## src/rtl/instr_loader.sv

```systemverilog
// Byte-stream program loader: assembles 21-bit opcodes from 3-byte groups and writes them to
// the instruction store. Optional XOR trailer check enabled by defining LOADER_CSUM_EN.
module instr_loader #(
    parameter int unsigned NUM_ENTRIES = 10,
    parameter int unsigned ADDR_W      = 5
) (
    input  logic              clk,
    input  logic              reset,
    input  logic              load_start,
    input  logic [7:0]        in_data,
    input  logic              in_valid,
    output logic              in_ready,
    output logic              wr_en,
    output logic [ADDR_W-1:0] wr_addr,
    output logic [20:0]       wr_data,
    output logic              busy,
    output logic              done,
    output logic              err,
    output logic [ADDR_W-1:0] prog_len
);

    localparam logic [2:0] IDLE = 3'd0;
    localparam logic [2:0] LEN  = 3'd1;
    localparam logic [2:0] DATA = 3'd2;
    localparam logic [2:0] CSUM = 3'd3;
    localparam logic [2:0] DONE = 3'd4;
    localparam logic [2:0] ERR  = 3'd5;

    logic [2:0]        state_q, state_d;
    logic [ADDR_W-1:0] len_q, len_d;
    logic [ADDR_W-1:0] idx_q, idx_d;
    logic [1:0]        bsel_q, bsel_d;
    logic [4:0]        hi_q, hi_d;
    logic [7:0]        mid_q, mid_d;
    logic              wr_en_q, wr_en_d;
    logic [ADDR_W-1:0] wr_addr_q, wr_addr_d;
    logic [20:0]       wr_data_q, wr_data_d;
    logic [ADDR_W-1:0] prog_len_q, prog_len_d;
`ifdef LOADER_CSUM_EN
    logic [7:0]        xor_q, xor_d;
`endif
    logic              xfer;

    assign in_ready = (state_q == LEN) || (state_q == DATA) || (state_q == CSUM);
    assign busy     = in_ready;
    assign done     = (state_q == DONE);
    assign err      = (state_q == ERR);
    assign wr_en    = wr_en_q;
    assign wr_addr  = wr_addr_q;
    assign wr_data  = wr_data_q;
    assign prog_len = prog_len_q;
    assign xfer     = in_valid && in_ready;

    always_comb begin
        state_d    = state_q;
        len_d      = len_q;
        idx_d      = idx_q;
        bsel_d     = bsel_q;
        hi_d       = hi_q;
        mid_d      = mid_q;
        wr_en_d    = 1'b0;
        wr_addr_d  = wr_addr_q;
        wr_data_d  = wr_data_q;
        prog_len_d = prog_len_q;
`ifdef LOADER_CSUM_EN
        xor_d      = xor_q;
`endif
        if (state_q == DONE) begin
            prog_len_d = len_q;
        end
        // A restart wins over any byte presented in the same cycle.
        if (load_start) begin
            state_d = LEN;
            idx_d   = '0;
            bsel_d  = '0;
`ifdef LOADER_CSUM_EN
            xor_d   = '0;
`endif
        end else begin
            case (state_q)
                LEN: begin
                    if (xfer) begin
`ifdef LOADER_CSUM_EN
                        xor_d = xor_q ^ in_data;
`endif
                        if (in_data == 8'd0 || 32'(in_data) > NUM_ENTRIES) begin
                            state_d = ERR;
                        end else begin
                            len_d   = in_data[ADDR_W-1:0];
                            state_d = DATA;
                        end
                    end
                end
                DATA: begin
                    if (xfer) begin
`ifdef LOADER_CSUM_EN
                        xor_d = xor_q ^ in_data;
`endif
                        case (bsel_q)
                            2'd0: begin
                                if (in_data[7:5] != 3'b000) begin
                                    state_d = ERR;
                                end else begin
                                    hi_d   = in_data[4:0];
                                    bsel_d = 2'd1;
                                end
                            end
                            2'd1: begin
                                mid_d  = in_data;
                                bsel_d = 2'd2;
                            end
                            default: begin
                                wr_en_d   = 1'b1;
                                wr_addr_d = idx_q;
                                wr_data_d = {hi_q, mid_q, in_data};
                                bsel_d    = 2'd0;
                                idx_d     = idx_q + ADDR_W'(1);
                                if (idx_q == len_q - ADDR_W'(1)) begin
`ifdef LOADER_CSUM_EN
                                    state_d = CSUM;
`else
                                    state_d = DONE;
`endif
                                end
                            end
                        endcase
                    end
                end
`ifdef LOADER_CSUM_EN
                CSUM: begin
                    if (xfer) begin
                        state_d = (in_data == xor_q) ? DONE : ERR;
                    end
                end
`endif
                DONE:    state_d = IDLE;
                IDLE:    state_d = IDLE;
                ERR:     state_d = ERR;
                default: state_d = IDLE;
            endcase
        end
    end

    always_ff @(posedge clk) begin
        if (reset) begin
            state_q    <= IDLE;
            len_q      <= '0;
            idx_q      <= '0;
            bsel_q     <= '0;
            hi_q       <= '0;
            mid_q      <= '0;
            wr_en_q    <= 1'b0;
            wr_addr_q  <= '0;
            wr_data_q  <= '0;
            prog_len_q <= '0;
`ifdef LOADER_CSUM_EN
            xor_q      <= '0;
`endif
        end else begin
            state_q    <= state_d;
            len_q      <= len_d;
            idx_q      <= idx_d;
            bsel_q     <= bsel_d;
            hi_q       <= hi_d;
            mid_q      <= mid_d;
            wr_en_q    <= wr_en_d;
            wr_addr_q  <= wr_addr_d;
            wr_data_q  <= wr_data_d;
            prog_len_q <= prog_len_d;
`ifdef LOADER_CSUM_EN
            xor_q      <= xor_d;
`endif
        end
    end

endmodule

```

## config.mk

```make
export PLATFORM = sky130hd
export DESIGN_NAME = instr_loader
export DESIGN_NICKNAME = d
export VERILOG_FILES = /design/src/rtl/instr_loader.sv
export SDC_FILE = /design/constraint.sdc
export NUM_CORES = 1
export LEC_CHECK = 0
export CELL_PAD_IN_SITES_DETAIL_PLACEMENT = 0
export CELL_PAD_IN_SITES_GLOBAL_PLACEMENT = 2
export CORE_MARGIN = 2
export CORE_UTILIZATION = 30
export DETAILED_ROUTE_END_ITERATION = 10
export GPL_ROUTABILITY_DRIVEN = 1
export PLACE_DENSITY_LB_ADDON = 0.1
export REMOVE_ABC_BUFFERS = 1
export SYNTH_ARGS = -nofsm -noshare
export SYNTH_HDL_FRONTEND = slang
export SYNTH_SLANG_ARGS = --single-unit
```

## constraint.sdc

```tcl
create_clock -name clk -period 1.7 [get_ports clk]
set_input_delay 0.255 -clock clk [delete_from_list [all_inputs] [get_ports clk]]
set_output_delay 0.255 -clock clk [all_outputs]
set_load 0.05 [all_outputs]
```

; ---- After elaboration in Yosys (flattened, before gate mapping)
; Index checks and enable logic that the tools add are counted.
[word_totals]
ff_bits = 60
latchBits = 0
ram_bits = 0
romBits = 0
in_bits = 12
out_inout_bits = 36
elab_cells = 67
n_memories = 0
[classes]
n_addsub = 2
multipliers = 0
div_mod_pow = 0
order_cmp = 1
n_eq_ne = 18
shift = 0
n_mux = 11
n_bitwise = 6
n_reduce_logical = 18
[op_table]
columns = cell, count
row1 = $mux 3, 5
row2 = $reduce_and 5->1, 3
row3 = $ne 3x3->1 const B, 4
row4 = $reduce_and 4->1, 3
row5 = $pmux 3 s3, 1
row6 = $gt 8x4->1 const B, 1
row7 = $logic_not 8->1, 1
row8 = $ne 2x2->1 const B, 4
row9 = $eq 3x2->1 const B, 2
row10 = $eq 3x3->1 const B, 2
row11 = $not 1->1, 6
row12 = $pmux 3 s2, 1
row13 = $reduce_and 3->1, 2
row14 = $add 5x1->5 const B, 1
row15 = $eq 5x5->1, 1
row16 = $sub 5x1->5 const B, 1
row17 = $ne 4x2->1 const B, 1
row18 = $ne 4x4->1 const B, 1
row19 = $pmux 2 s2, 1
row20 = $reduce_or 2->1, 2
row21 = $reduce_or 4->1, 1
row22 = $eq 3x1->1 const B, 1
row23 = $logic_or 1x1->1, 3
row24 = $ne 3x1->1 const B, 1
row25 = 6 further kinds, 7

; ---- Depth between registers and ports, before layout
[logic_depth]
ltp_word = 7
depth_mapped = 7
mapped_depth_nobuf = 7

; ---- Least setup slack after synthesis
; OpenSTA, ideal clock, no wires.
[synth_timing]
kind = register -> output
from = register state_q[1]
to = output port in_ready
arrival_time_ps = 1400
required_time_ps = 1445
path_slack_ps = 45
stages_incl_launch_ff = 4
n_path_buf = 1
cell_sequence = dfxtp_1 nor2_1 nor2_1 buf_4
[synth_between]
elab_chain_cells = 3
word_cells_on_any_way = 5
cone_classes = eq/ne (3) / reduce/logical (2)
[synth_lines]
columns = element, line
row1 = "start, declared", 29  ; logic [2:0] state_q, state_d;
row2 = "start signal, assigned", 160  ; state_q <= state_d;
row3 = $eq 3x1->1 / $eq 3x2->1 (equally long branches), 44  ; assign in_ready = (state_q == LEN) || (state_q == DATA) || (state_q == CSUM);
row4 = $logic_or 1x1->1, 44
row5 = $logic_or 1x1->1 *, 44
row6 = "end, declared", 12  ; output logic in_ready,
; Every way passes the cells marked *; elsewhere a longest branch is shown, timed or not.

; ---- Final worst setup path
[layout_timing]
from = register state_q[1]
to = output port done
[layout_between]
elab_chain_cells = 1
[layout_lines]
columns = element, line
row1 = $eq 3x3->1, 46  ; assign done = (state_q == DONE);
row2 = "end, declared", 17  ; output logic done,
; Every way passes these cells.

==> results.txt <==
----------------------------------------------------
[Setup path]
  Worst setup path class ... reg2out
  Crit-path max FO ... 6
  Endpoint of the worst-slack reg-to-reg timing path ... state_q[2]$_SDFFE_PP0P_
  Critical path data required time ... 1.44 ns
  Launching instance or port of the critical path ... state_q[1]$_SDFFE_PP0P_
  Kind of launch point of the worst setup path ... flop
  Arrival time of data at the critical path endpoint ... 1.36 ns
  Setup slack of the most critical reg-to-reg path ... 0.11 ns
  Element type at the critical path end ... primary output
  Number of cells traversed by the worst register-to-register path ... 7
  Setup crit end ... done
  Worst flop-to-flop path startpoint ... len_q[0]$_SDFFE_PP0P_

[Logic synthesis]
  Cell types with the largest area share after synthesis ... sky130_fd_sc_hd__dfxtp_1 49%, sky130_fd_sc_hd__nand2_1 9.4%, sky130_fd_sc_hd__mux2i_1 9.1%
  Most instantiated flip-flop cell in the synthesis netlist ... sky130_fd_sc_hd__dfxtp_1
  Number of synthesized flops with an enable pin ... 0
  Synth Area in Simple Gates ... 0.235
  Dominant cell by count in the synthesized netlist ... sky130_fd_sc_hd__nand2_1
  Synth Area in Adders ... 0.0103
  Synth Area in XOR/XNOR ... 0.0324
  Share of the synthesized area in the top cell type ... 0.494
  Synth top cells by count ... 61 x sky130_fd_sc_hd__nand2_1, 60 x sky130_fd_sc_hd__dfxtp_1, 35 x sky130_fd_sc_hd__nor2_1
  Top cell type by total area after synthesis ... sky130_fd_sc_hd__dfxtp_1
  Share of the yosys chip area belonging to registers ... 0.494
  Complex-gate fraction of the synthesized area ... 0.100
  Fraction of synthesized area in multiplexers ... 0.0906
  Total number of yosys warnings ... 0
  Synth unique cells ... 39
  Summed instance area of the synthesized netlist ... 2430 sq um
  Synth Area per Inst ... 8.71 sq um
  Post-synthesis async set-or-reset flop share ... 0
  Number of register bits inferred by synthesis ... 60
  Number of cells produced by synthesis ... 279
  Largest family of logic cells by synthesized area ... simple AND/OR/NAND/NOR gates

[Global routing]
  First-pass GRT wire length ... 10.0 mm
  Layer carrying the most global-route usage ... met2
  Met1 routing resource usage after global routing ... 0.187
  All-Layer GR Usage ... 0.147
  Met3 routing resource usage after global routing ... 0.0409
  Vias in the first global route ... 2044
  Congestion Overflow GR ... 0
  Largest net degree at the start of global routing ... 52
  Global-route met2 utilization ... 0.240
  Initial antenna violation count ... 0

[STA]
  Max-slew violation count ... 0
  Unrepaired setup endpoints after global routing ... no
  Worst setup slack after layout ... 0.0892 ns
  Clock Skews ... 0.00992 ns
  Number of failing hold endpoints at the final stage ... 0
  Fraction of the cycle the final worst path needs ... 0.948
  Setup violation total in the final timing report ... 0
  Slew at the pin with the worst max-slew slack ... 0.375 ns
  Fmax achieved ... 0.621 GHz
  Remaining max-slew budget at the tightest pin ... 0.749
  Time the worst path needs with I/O delays and setup ... 1.61 ns
  Final-layout worst hold slack ... 0.309 ns
  Fin Setup TNS ... 0 ns

[Placement]
  Count of port buffers added during placement ... 47
  Post-detailed-placement cell area ... 3190 sq um
  Routability congestion estimate ... 0.711
  Worst slack at placement ... -0.399 ns
  Placed wire-length estimate after detailed placement ... 4.21 mm

[Finish]
  Ratio of cells with drive above 1 in the final layout ... 0.279
  FILL cells ... 806
  Post-layout nets ... 368
  Area Overhead vs Synth ... 42.4%
  Final std cell area, no fill ... 3460 sq um
  Total inserted antenna cells ... 0

[CTS]
  Insertion delay to the later sink of the worst-skew pair ... 0.34 ns
  Buffer levels on the longest clock path ... 2
  Number of CTS-inserted buffers ... 9
  CTS clock-pin slew for the worst setup and hold paths ... 0.07 ns
  H-tree Lvls ... 3
  # hold bufs at CTS ... 0
  CTS sink count ... 60
  CTS tree ... yes
  CTS root buffer ... sky130_fd_sc_hd__clkbuf_8

[Floorplanning]
  Die W ... 94.0 microns
  Top Ports ... 48
  Initial standard-cell utilization of the core ... 0.313
  Vertical extent of the die ... 94.0 microns
  Total core area ... 7770 sq um
  Die Footprint ... 8840 sq um
  Row count ... 32

[Worst hold path]
  Type of the worst min-delay path ... in2reg
  Worst min-delay path startpoint ... in_data[0]

[Route]
  Detailed-router iteration count before antenna repair ... 4
  Total number of vias ... 2097
  Total wire length after detailed routing ... 5.90 mm
  Average detailed-routed wire length per instance ... 12.8 microns
  Violation count after the first detailed-routing iteration ... 65
  Final ANT Viol Nets ... 0
  Drt drc ... 0
  Drt via density ... 4.55

[Power and ir drop]
  Pwr/cell area ... 871 nW/um^2
  Standby leakage power ... 1.34 nW
  Worst IR drop on VDD ... 0.421 mV

[Outcome]
  Result of the run ... finished, final reports clean

[Flow run]
  Max-cap violation count ... 0

----------------------------------------------------
critical path, cell delays in order, from the launching register on:
cell	delay [ns]
sky130_fd_sc_hd__dfxtp_1	0.34
sky130_fd_sc_hd__nor2_1	0.26
sky130_fd_sc_hd__and2_4	0.27
sky130_fd_sc_hd__buf_12	0.15
power breakdown:
group	internal [mW]	switching (mW)	total [mW]	leakage, nW
Clock	0.864	0.560	1.42	0.107
Combinational	0.0846	0.0960	0.181	0.748
Sequential	1.41	0.00264	1.41	0.484
layout make-up:
cell class,instances,area (sq um),share of cell area
flip-flops and latches,60,1200,0.347
multi-input cells,199,1180,0.341
clock inverters,4,72.6,0.0210
well taps,102,128,0.0369
repair buffers,80,718,0.208
inverters,4,15.0,0.00434
clock buffers,12,145,0.0419
registers in the layout (all words and copies together), names as in the netlist:
| signal | count |
|---|---|
| state_q | 3 |
| prog_len | 5 |
| wr_addr | 5 |
| wr_en | 1 |
| mid_q | 8 |
| bsel_q | 2 |
| len_q | 5 |
| idx_q | 5 |
| hi_q | 5 |
| wr_data | 21 |
through the flow:
| stage | util | std cells | power [mW] |
|---|---|---|---|
| 2_1_floorplan | - | 263 | 1.49 |
| 3_3_place_gp | 0.410 | 443 | 1.63 |
| 3_5_place_dp | 0.410 | 443 | 1.62 |
| 4_1_cts | 0.440 | 461 | 3.07 |
| 5_1_grt | 0.446 | 461 | 3.14 |
| 6_report | 0.446 | 461 | 3.02 |
what timing repair did:
action / 4_1_cts / 5_1_grt
endpoints found under the setup margin: 5 / 15
gates resized for setup: 1 / 11
pin swaps: 1 / 4
buffers inserted: 2 / 0
routing by layer:
metal	share of wire	wire length [microns]	up-vias
met5	0	0	-
met4	0.016	97	0
met3	0.038	222	8
met2	0.47	2760	41
met1	0.48	2830	972
li1	-	-	1076
worst min path at each step:
stage	end	cells after the start
floorplan	wr_addr[0]$_SDFFE_PP0P_	1
global placement	wr_data[14]$_SDFFE_PP0P_	2
detailed placement	wr_addr[1]$_SDFFE_PP0P_	2
CTS	len_q[0]$_SDFFE_PP0P_	3
global route	mid_q[0]$_SDFFE_PP0P_	3
finish	mid_q[0]$_SDFFE_PP0P_	3
logic make-up (layout without fill, tap and decap cells):
group                    count (synthesis)  after routing
AO/OA/AOI/OAI                           44             44
XOR/XNOR                                 9              9
AND/OR/NAND/NOR                        122            122
buffers and inverters                   20            100
multiplexers                            22             22
adder cells (fa/ha/maj)                  2              2
flip-flops                              60             60
cell usage in the layout (no fill, tap or decap), types with 2 or more instances in the layout:
cell / n
sky130_fd_sc_hd__buf_4: 62
sky130_fd_sc_hd__nand2_1: 61
sky130_fd_sc_hd__dfxtp_1: 59
sky130_fd_sc_hd__nor2_1: 35
sky130_fd_sc_hd__a21oi_1: 34
sky130_fd_sc_hd__mux2i_1: 22
sky130_fd_sc_hd__clkbuf_8: 10
sky130_fd_sc_hd__clkdlybuf4s50_1: 7
sky130_fd_sc_hd__buf_12: 7
sky130_fd_sc_hd__xor2_1: 5
sky130_fd_sc_hd__inv_1: 4
sky130_fd_sc_hd__xnor2_1: 4
sky130_fd_sc_hd__o21ai_0: 4
sky130_fd_sc_hd__nand2b_1: 3
sky130_fd_sc_hd__dlymetal6s2s_1: 3
sky130_fd_sc_hd__nor3_2: 2
sky130_fd_sc_hd__or2_2: 2
sky130_fd_sc_hd__nand4_1: 2
sky130_fd_sc_hd__clkbuf_1: 2
sky130_fd_sc_hd__bufinv_16: 2
Power figures use the tool's default switching activity.
